--- src/rtl/stream_arb_pkg.sv ---
// Shared types and helpers for the tagged stream arbiter and its round-robin picker.
// Pure declarations; no logic, latency or backpressure of its own.
package stream_arb_pkg;

  typedef enum logic {IDLE = 1'b0, BUSY = 1'b1} arb_state_t;

  // Width of an index into n items, never zero so single-item instances still get a port.
  function automatic int src_bits(input int n);
    return (n > 1) ? $clog2(n) : 1;
  endfunction

endpackage

--- src/rtl/rr_pick.sv ---
// Round-robin picker: first requester at or after ptr, wrapping modulo N.
// Purely combinational (0 cycles); no backpressure, any_req qualifies gnt.
module rr_pick
  import stream_arb_pkg::*;
#(
  parameter int N = 4,
  parameter int W = src_bits(N)
) (
  input  logic [N-1:0] req,
  input  logic [W-1:0] ptr,
  output logic [W-1:0] gnt,
  output logic         any_req
);

  // Walk offsets from farthest to nearest so the nearest requester wins.
  always_comb begin
    gnt     = '0;
    any_req = 1'b0;
    for (int k = N - 1; k >= 0; k--) begin
      if (req[(int'(ptr) + k) % N]) begin
        gnt     = W'((int'(ptr) + k) % N);
        any_req = 1'b1;
      end
    end
  end

endmodule

--- src/rtl/tagged_stream_arbiter.sv ---
// Packet-granular round-robin merge of NUM_SOURCES streams, tagging each element with a per-packet serial.
// 1-cycle accept-to-output latency; granted source sees ready only when the output slot is empty or draining.
module tagged_stream_arbiter
  import stream_arb_pkg::*;
#(
  parameter type data_t       = logic [7:0],
  parameter int  NUM_ELEMENTS = 8,
  parameter int  SERIAL_WIDTH = 32,
  parameter int  NUM_SOURCES  = 4,
  localparam int ELEMENT_BITS = $clog2(NUM_ELEMENTS),
  localparam int SRC_BITS     = src_bits(NUM_SOURCES)
) (
  input  logic                                          clk,
  input  logic                                          rst,
  input  logic  [NUM_SOURCES-1:0]                       in_vld,
  output logic  [NUM_SOURCES-1:0]                       in_rdy,
  input  data_t [NUM_SOURCES-1:0][NUM_ELEMENTS-1:0]     in_dat,
  input  logic  [NUM_SOURCES-1:0][NUM_ELEMENTS-1:0]     in_keep,
  input  logic  [NUM_SOURCES-1:0]                       in_last,
  output logic                                          out_vld,
  input  logic                                          out_rdy,
  output data_t [NUM_ELEMENTS-1:0]                      out_dat,
  output logic  [NUM_ELEMENTS-1:0]                      out_keep,
  output logic                                          out_last,
  output logic  [NUM_ELEMENTS-1:0][SERIAL_WIDTH-1:0]    out_tag,
  output logic  [SRC_BITS-1:0]                          out_src,
  output logic                                          busy
);

  arb_state_t              state_q, state_d;
  logic [SRC_BITS-1:0]     rr_ptr, grant, pick;
  logic [SERIAL_WIDTH-1:0] beat_cnt;
  logic                    any_req, slot_free, accept, accept_last;

  rr_pick #(.N(NUM_SOURCES), .W(SRC_BITS)) u_pick (
    .req     (in_vld),
    .ptr     (rr_ptr),
    .gnt     (pick),
    .any_req (any_req)
  );

  assign slot_free   = !out_vld || out_rdy;
  assign accept      = in_vld[grant] && in_rdy[grant];
  assign accept_last = accept && in_last[grant];

  always_ff @(posedge clk) begin
    if (rst) state_q <= IDLE;
    else     state_q <= state_d;
  end

  always_comb begin
    state_d = state_q;
    case (state_q)
      IDLE:    if (any_req) state_d = BUSY;
      BUSY:    if (accept_last) state_d = IDLE;
      default: state_d = IDLE;
    endcase
  end

  always_comb begin
    busy   = (state_q == BUSY);
    in_rdy = '0;
    if (state_q == BUSY) in_rdy[grant] = slot_free;
  end

  // Pointer only moves on a completed packet, so a reset-aborted packet is never credited.
  always_ff @(posedge clk) begin
    if (rst) begin
      rr_ptr   <= '0;
      grant    <= '0;
      beat_cnt <= '0;
      out_vld  <= 1'b0;
    end else begin
      if (state_q == IDLE && any_req) grant <= pick;
      if (accept) begin
        if (in_last[grant]) begin
          beat_cnt <= '0;
          rr_ptr   <= (grant == SRC_BITS'(NUM_SOURCES - 1)) ? '0 : grant + SRC_BITS'(1);
        end else begin
          beat_cnt <= beat_cnt + SERIAL_WIDTH'(1);
        end
      end
      if (accept)       out_vld <= 1'b1;
      else if (out_rdy) out_vld <= 1'b0;
    end
  end

  always_ff @(posedge clk) begin
    if (accept) begin
      out_dat  <= in_dat[grant];
      out_keep <= in_keep[grant];
      out_last <= in_last[grant];
      out_src  <= grant;
      for (int i = 0; i < NUM_ELEMENTS; i++)
        out_tag[i] <= (beat_cnt << ELEMENT_BITS) + SERIAL_WIDTH'(i);
    end
  end

endmodule

--- config.mk ---
export PLATFORM = sky130hd
export DESIGN_NAME = tagged_stream_arbiter
export DESIGN_NICKNAME = d
export VERILOG_FILES = /design/src/rtl/stream_arb_pkg.sv /design/src/rtl/rr_pick.sv /design/src/rtl/tagged_stream_arbiter.sv
export SDC_FILE = /design/constraint.sdc
export NUM_CORES = 1
export LEC_CHECK = 0
export CORE_AREA = 5 5 245 247
export CTS_BUF_LIST = sky130_fd_sc_hd__clkbuf_8
export CTS_CLUSTER_DIAMETER = 30
export DETAILED_ROUTE_END_ITERATION = 10
export DIE_AREA = 0 0 250 252
export PLACE_DENSITY = 0.45
export SYNTH_ARGS = -nofsm -noshare
export SYNTH_HDL_FRONTEND = slang
export SYNTH_SLANG_ARGS = --single-unit
--- constraint.sdc ---
create_clock -name clk -period 12.19 [get_ports clk]
set_input_delay 1.8285 -clock clk [delete_from_list [all_inputs] [get_ports clk]]
set_output_delay 1.8285 -clock clk [all_outputs]
set_load 0.02 [all_outputs]
### Word-level counts from Yosys, hierarchy flattened

Index checks and enable logic that the tools add are counted.

* add/subtract/negate cells: 12
* order comparisons: 6
* equal/unequal tests: 1
* muxes and demuxes: 39
* bitwise logic cells: 5
* reduce and logical (&&, ||, !) cells: 11

Operators with widths (count)
* 32-bit by 3-bit adder with 32-bit output (second input constant): 4
* 64-bit binary-select mux with 2-bit select: 1
* 32-bit by 1-bit adder with 32-bit output (second input constant): 2
* 32-bit by 2-bit adder with 32-bit output (second input constant): 2
* 64-bit 2-to-1 mux: 1
* 32-bit 2-to-1 mux: 1
* 1-bit 2-to-1 mux: 19
* 8-bit binary-select mux with 2-bit select: 1
* 1-bit binary-select mux with 2-bit select: 7
* 3-bit by 4-bit < comparator with 1-bit output (second input constant): 3
* 2-bit 2-to-1 mux: 5
* 8-bit 2-to-1 mux: 1
* 2-bit by 3-bit < comparator with 1-bit output (second input constant): 2
* 2-bit OR reduction: 3
* 2-bit by 1-bit adder with 2-bit output (second input constant): 2
* 2-bit adder (second input constant): 2
* 4-bit bitwise AND: 1
* 1-bit logical AND: 4
* 4-bit 2-to-1 mux: 1
* 1-bit bitwise AND (first input constant): 3
* 1-bit demux with 2-bit select: 1
* 2-bit == test (second input constant): 1
* 2-bit by 1-bit >= comparator with 1-bit output (second input constant): 1
* 1-bit case mux with 2 select lines: 1
* 5 further kinds: 5

* flip-flop bits (word level): 366
* input bits: 299
* output and inout bits: 337
* logic and storage cells: 98

### Depth between registers and ports, before layout

* word-level depth: 12
* mapped depth: 10
* depth with buffers taken out: 7

### Modules after synthesis

From an unflattened synthesis, not the netlist that was laid out.

* cell total of the unflattened synthesis: 651
* area total of the unflattened synthesis: 8539.4 µm²

By module, submodules not included
* tagged_stream_arbiter: times used 1, cells each 638, area each 8461.9 µm², seq. area each 3823.7 µm²
* rr_pick: times used 1, cells each 13, area each 77.6 µm², seq. area each 0.0 µm²

### Worst setup path after synthesis

No wires, ideal clock.

* kind: input-to-reg
* start point: in in_vld[0]
* end point: reg out_dat[0] (netlist bit), enable pin
* setup time: 574 ps
* arrival time: 7218 ps
* required time: 11616 ps
* path slack: 4398 ps
* stages on the path: 5
* path buffers: 2
* cells stage by stage: nand2_1 -> mux4_2 -> clkbuf_1 -> clkbuf_1 -> nor2_1

* longest elaborated chain between the ends: 3

Ends and longest elaborated chain
* from (decl): line tagged_stream_arbiter.sv:15 `input logic [NUM_SOURCES-1:0] in_vld,`
* 1-bit binary-select mux with 2-bit select: line tagged_stream_arbiter.sv:43 `assign accept = in_vld[grant] && in_rdy[grant];`
* 1-bit 2-to-1 mux (implied by the code): line tagged_stream_arbiter.sv:43
* 1-bit logical AND: line tagged_stream_arbiter.sv:43
* via accept: line tagged_stream_arbiter.sv:33 `logic any_req, slot_free, accept, accept_last;`
* to (signal assigned): line tagged_stream_arbiter.sv:90 `out_dat <= in_dat[grant];`
* to (decl): line tagged_stream_arbiter.sv:22 `output data_t [NUM_ELEMENTS-1:0] out_dat,`

The timed path passes the listed nets, and every way through them passes these cells. The select of a mux whose other input is x is not followed.
A chain may end at the register's enable or synchronous reset.

### Worst setup path after layout

* start point: in out_rdy
* end point: out in_rdy[1]

* longest elaborated chain between the ends: 3

Ends and longest elaborated chain
* from (decl): line tagged_stream_arbiter.sv:21 `input logic out_rdy,`
* 1-bit logical OR: line tagged_stream_arbiter.sv:42 `assign slot_free = !out_vld || out_rdy;`
* 4-bit bitwise AND (no line)
* 4-bit 2-to-1 mux: line tagged_stream_arbiter.sv:63 `if (state_q == BUSY) in_rdy[grant] = slot_free;`
* to (decl): line tagged_stream_arbiter.sv:16 `output logic [NUM_SOURCES-1:0] in_rdy,`

Every way passes these cells.

==> impl_metrics.csv <==
group,metric,value,unit
run_status,status,"complete, no violations",
sta,layout_min_cycle_time,5332,ps
placement,dp_slack,6862,ps
synth,yosysTopAreaCell,"edfxtp_1",
worst_setup_path,cp_slowest_cell,"clkdlybuf4s50_1",
cts,postCtsSetupBuffers,0,
worst_setup_path,endpoint_kind,"output port",
layout,nets,1356,
power_and_ir_drop,internal_power,0.9717,mW
power_and_ir_drop,power_density,98.36,nW/um^2
synth,netlist_area,8383,um^2
floorplanning,io_pins,636,
floorplanning,core_area,57370,um^2
min_path,hold_path_class,"reg2reg",
run,maxCapViolations,0,
cts,numCtsBuffers,17,
placement,dpl_cell_area,13760,um^2
sta,setup_tns,0,ps
synth,syn_area_per_cell,12.88,um^2
power_and_ir_drop,switchingPower,0.4224,mW
placement,routabilityCongestion,0.7864,
routing,drc_errors,0,
sta,finalSetupViolations,0,
synth,synth_warnings,0,
cts,cts_hold_buf,0,
worst_setup_path,slowest_delay,600,ps
routing,routed_wl,35000,um
routing,firstDrtPassIters,4,
layout,drive_above_1_share,10.42,%
floorplanning,fp.dieH,252,um
routing,routed_via_density,3.538,
worst_setup_path,setup.worst_path.start_class,"primary input",
power_and_ir_drop,seq_power_share,40.6,%
power_and_ir_drop,ir_worst_vdd,0.06931,mV
sta,slew_headroom,21.41,%
cts,clock-sinks,139,
sta,finalHoldViolations,0,
worst_setup_path,worstSetupPathType,"in2out",
cts,ctsResizeCount,0,
layout,area_delta_synth_final,69.07,%
grt,grtUsageMet1,10.40,%
power_and_ir_drop,p_total,1.394,mW
routing,drtIter0Drc,247,
grt,grt_start_max_net_pins,60,
power_and_ir_drop,power.share.switching,30.30,%
sta,max_freq,187.5,MHz
sta,fin_skew,13.82,ps
sta,worst_slew_pin_slew,1179,ps
worst_setup_path,path_common_cell,"clkdlybuf4s50_1",
synth,yosys.area.top_type_share,37.25,%
floorplanning,rows,88,
sta,rsz0062_at_grt,"false",
routing,wire_per_inst,19.10,um
grt,grt_use_met3,4.216,%
layout,design_area,14170,um^2
cts,cts_tree,"built",
power_and_ir_drop,power_leakage,4.622,nW
floorplanning,dieArea,63000,um^2
worst_setup_path,arrival,3500,ps
routing,ant_nets,0,
sta,fin_hold_ws,483.3,ps
floorplanning,start_util,14.61,%
grt,grt_use_total,10.49,%
synth,ys_top_cells_by_area,"edfxtp_1 37%, buf_4 20%, mux4_2 20%",
cts,cts-root-buf,"clkbuf_8",
placement,hpwlAfterDp,28980,um
synth,synth.distinct_cells,36,
floorplanning,die_w,250,um
synth,ys_ff_latch,139,
worst_setup_path,cp_cell_sequence,"clkdlybuf4s50_1, nand2b_1, and3_1, clkdlybuf4s50_1",
worst_setup_path,required,10360,ps
power_and_ir_drop,p_comb_share,29.4,%
cts,clk_latency,540,ps
power_and_ir_drop,p_clk_share,30.0,%
synth,ys_seq_area_share,45.61,%
grt,top_usage_layer,"met2",
grt,met2_usage,20.08,%
synth,synthCells,651,
cts,ctsHtreeMaxLevel,4,
cts,path_clk_slew,80,ps
sta,finalCritPeriodShare,43.74,%
worst_setup_path,path_max_fanout,8,
placement,portBuffers,611,
grt,antenna_found_initial,3,
cts,clockBufferDepth,2,
sta,worst_slack,6858,ps
grt,overflow,0,
routing,num_vias,6482,
grt,grt_pass1_vias,6947,
sta,final_max_slew_viol_count,0,
grt,grt_first_pass_wirelength,47780,um
## worst paths after layout
| path | from | to | slack [ps] | cells after the start |
|---|---|---|---|---|
| hold / removal | beat_cnt[26] | out_tag[253] | 480 | 0 |
| setup reg to reg | grant[0] | beat_cnt[26] | 8620 | 6 |
| setup / recovery | out_rdy | in_rdy[1] | 6860 | 4 |
| hold reg to reg | beat_cnt[26] | out_tag[253] | 480 | 0 |
## critical path, delay by kind of cell
family	cells	cell delay [ps]
buf+inv	2	1050
simple gates	2	620
## power groups by stage
stage,combinational [mW],sequential (mW),clock (mW)
after global routing,0.429,0.571,0.465
final,0.410,0.566,0.418
after CTS,0.418,0.568,0.448
after global placement,0.417,0.577,0
after detailed placement,0.417,0.579,0
after floorplan,0.207,0.596,0
## registers in the layout, indices dropped and copies added, names as in the netlist
name      flops
out_src       2
rr_ptr        2
grant         2
out_dat      64
out_tag      29
out_keep      8
out_vld       1
beat_cnt     29
busy          1
out_last      1
## cells in the mapped netlist (all sizes together)
| master | instances |
|---|---|
| nor2 | 27 |
| ha | 5 |
| and3 | 4 |
| nor4 | 10 |
| o221ai | 2 |
| mux2i | 4 |
| inv | 10 |
| o21ai | 6 |
| o21a | 1 |
| o22ai | 1 |
| a21boi | 1 |
| or3 | 9 |
| xnor2 | 19 |
| a211oi | 2 |
| nand2b | 2 |
| nand3 | 11 |
| clkbuf | 17 |
| or2 | 1 |
| dfxtp | 35 |
| o31ai | 4 |
| mux4 | 73 |
| or4 | 4 |
| conb | 2 |
| nand4 | 8 |
| nand3b | 2 |
| nand2 | 18 |
| a21o | 2 |
| buf | 238 |
| nor3 | 6 |
| a21oi | 16 |
| edfxtp | 104 |
| and4 | 6 |
| o21bai | 1 |
## cell usage in the layout (no fill, tap or decap), types with 5 or more instances in the layout
cell type          n
nand4_1            8
mux4_2            73
nor2_1            26
inv_1             10
a21oi_1           16
conb_1            24
nor3_1             6
and4_1             6
edfxtp_1         104
o21ai_0            6
dfxtp_1           33
clkbuf_8          17
nand2_1           18
or3_1              9
ha_1               5
nand3_1           11
xnor2_1           19
nor4_1            10
clkdlybuf4s50_1  611
## final cells by class
class	instances	area, um^2
flip-flops and latches	139	3831
inverters	10	37.54
clock buffers	17	234.0
fillers	6019	43190
well taps	765	957.2
diodes	2	5.005
multi-input cells	269	2791
clock inverters	15	171.4
repair buffers	615	6146
## metal layers
layer  wire length (um)  up-vias
met5                 13        -
met4                654        2
li1                   -     2957
met3               2982       36
met2              19380      364
met1              11970     3123
## kinds of logic after synthesis
| family | after synthesis | share of synthesized area, % |
|---|---|---|
| buf+inv | 265 | 22.16 |
| flops | 139 | 45.61 |
| simple gates | 108 | 6.731 |
| mux | 77 | 20.09 |
| compound gates | 36 | 2.582 |
| xor+xnor | 19 | 1.985 |
| fa+ha+maj | 5 | 0.7463 |
| other cells | 2 | 0.08959 |
## through the flow
stage,utilization [%],cells
2_1_floorplan,-,673
3_3_place_gp,23.99,1798
3_5_place_dp,23.99,1798
4_1_cts,24.70,1830
5_1_grt,24.70,1831
6_report,24.71,1832
(Power assumes the default switching activity.)
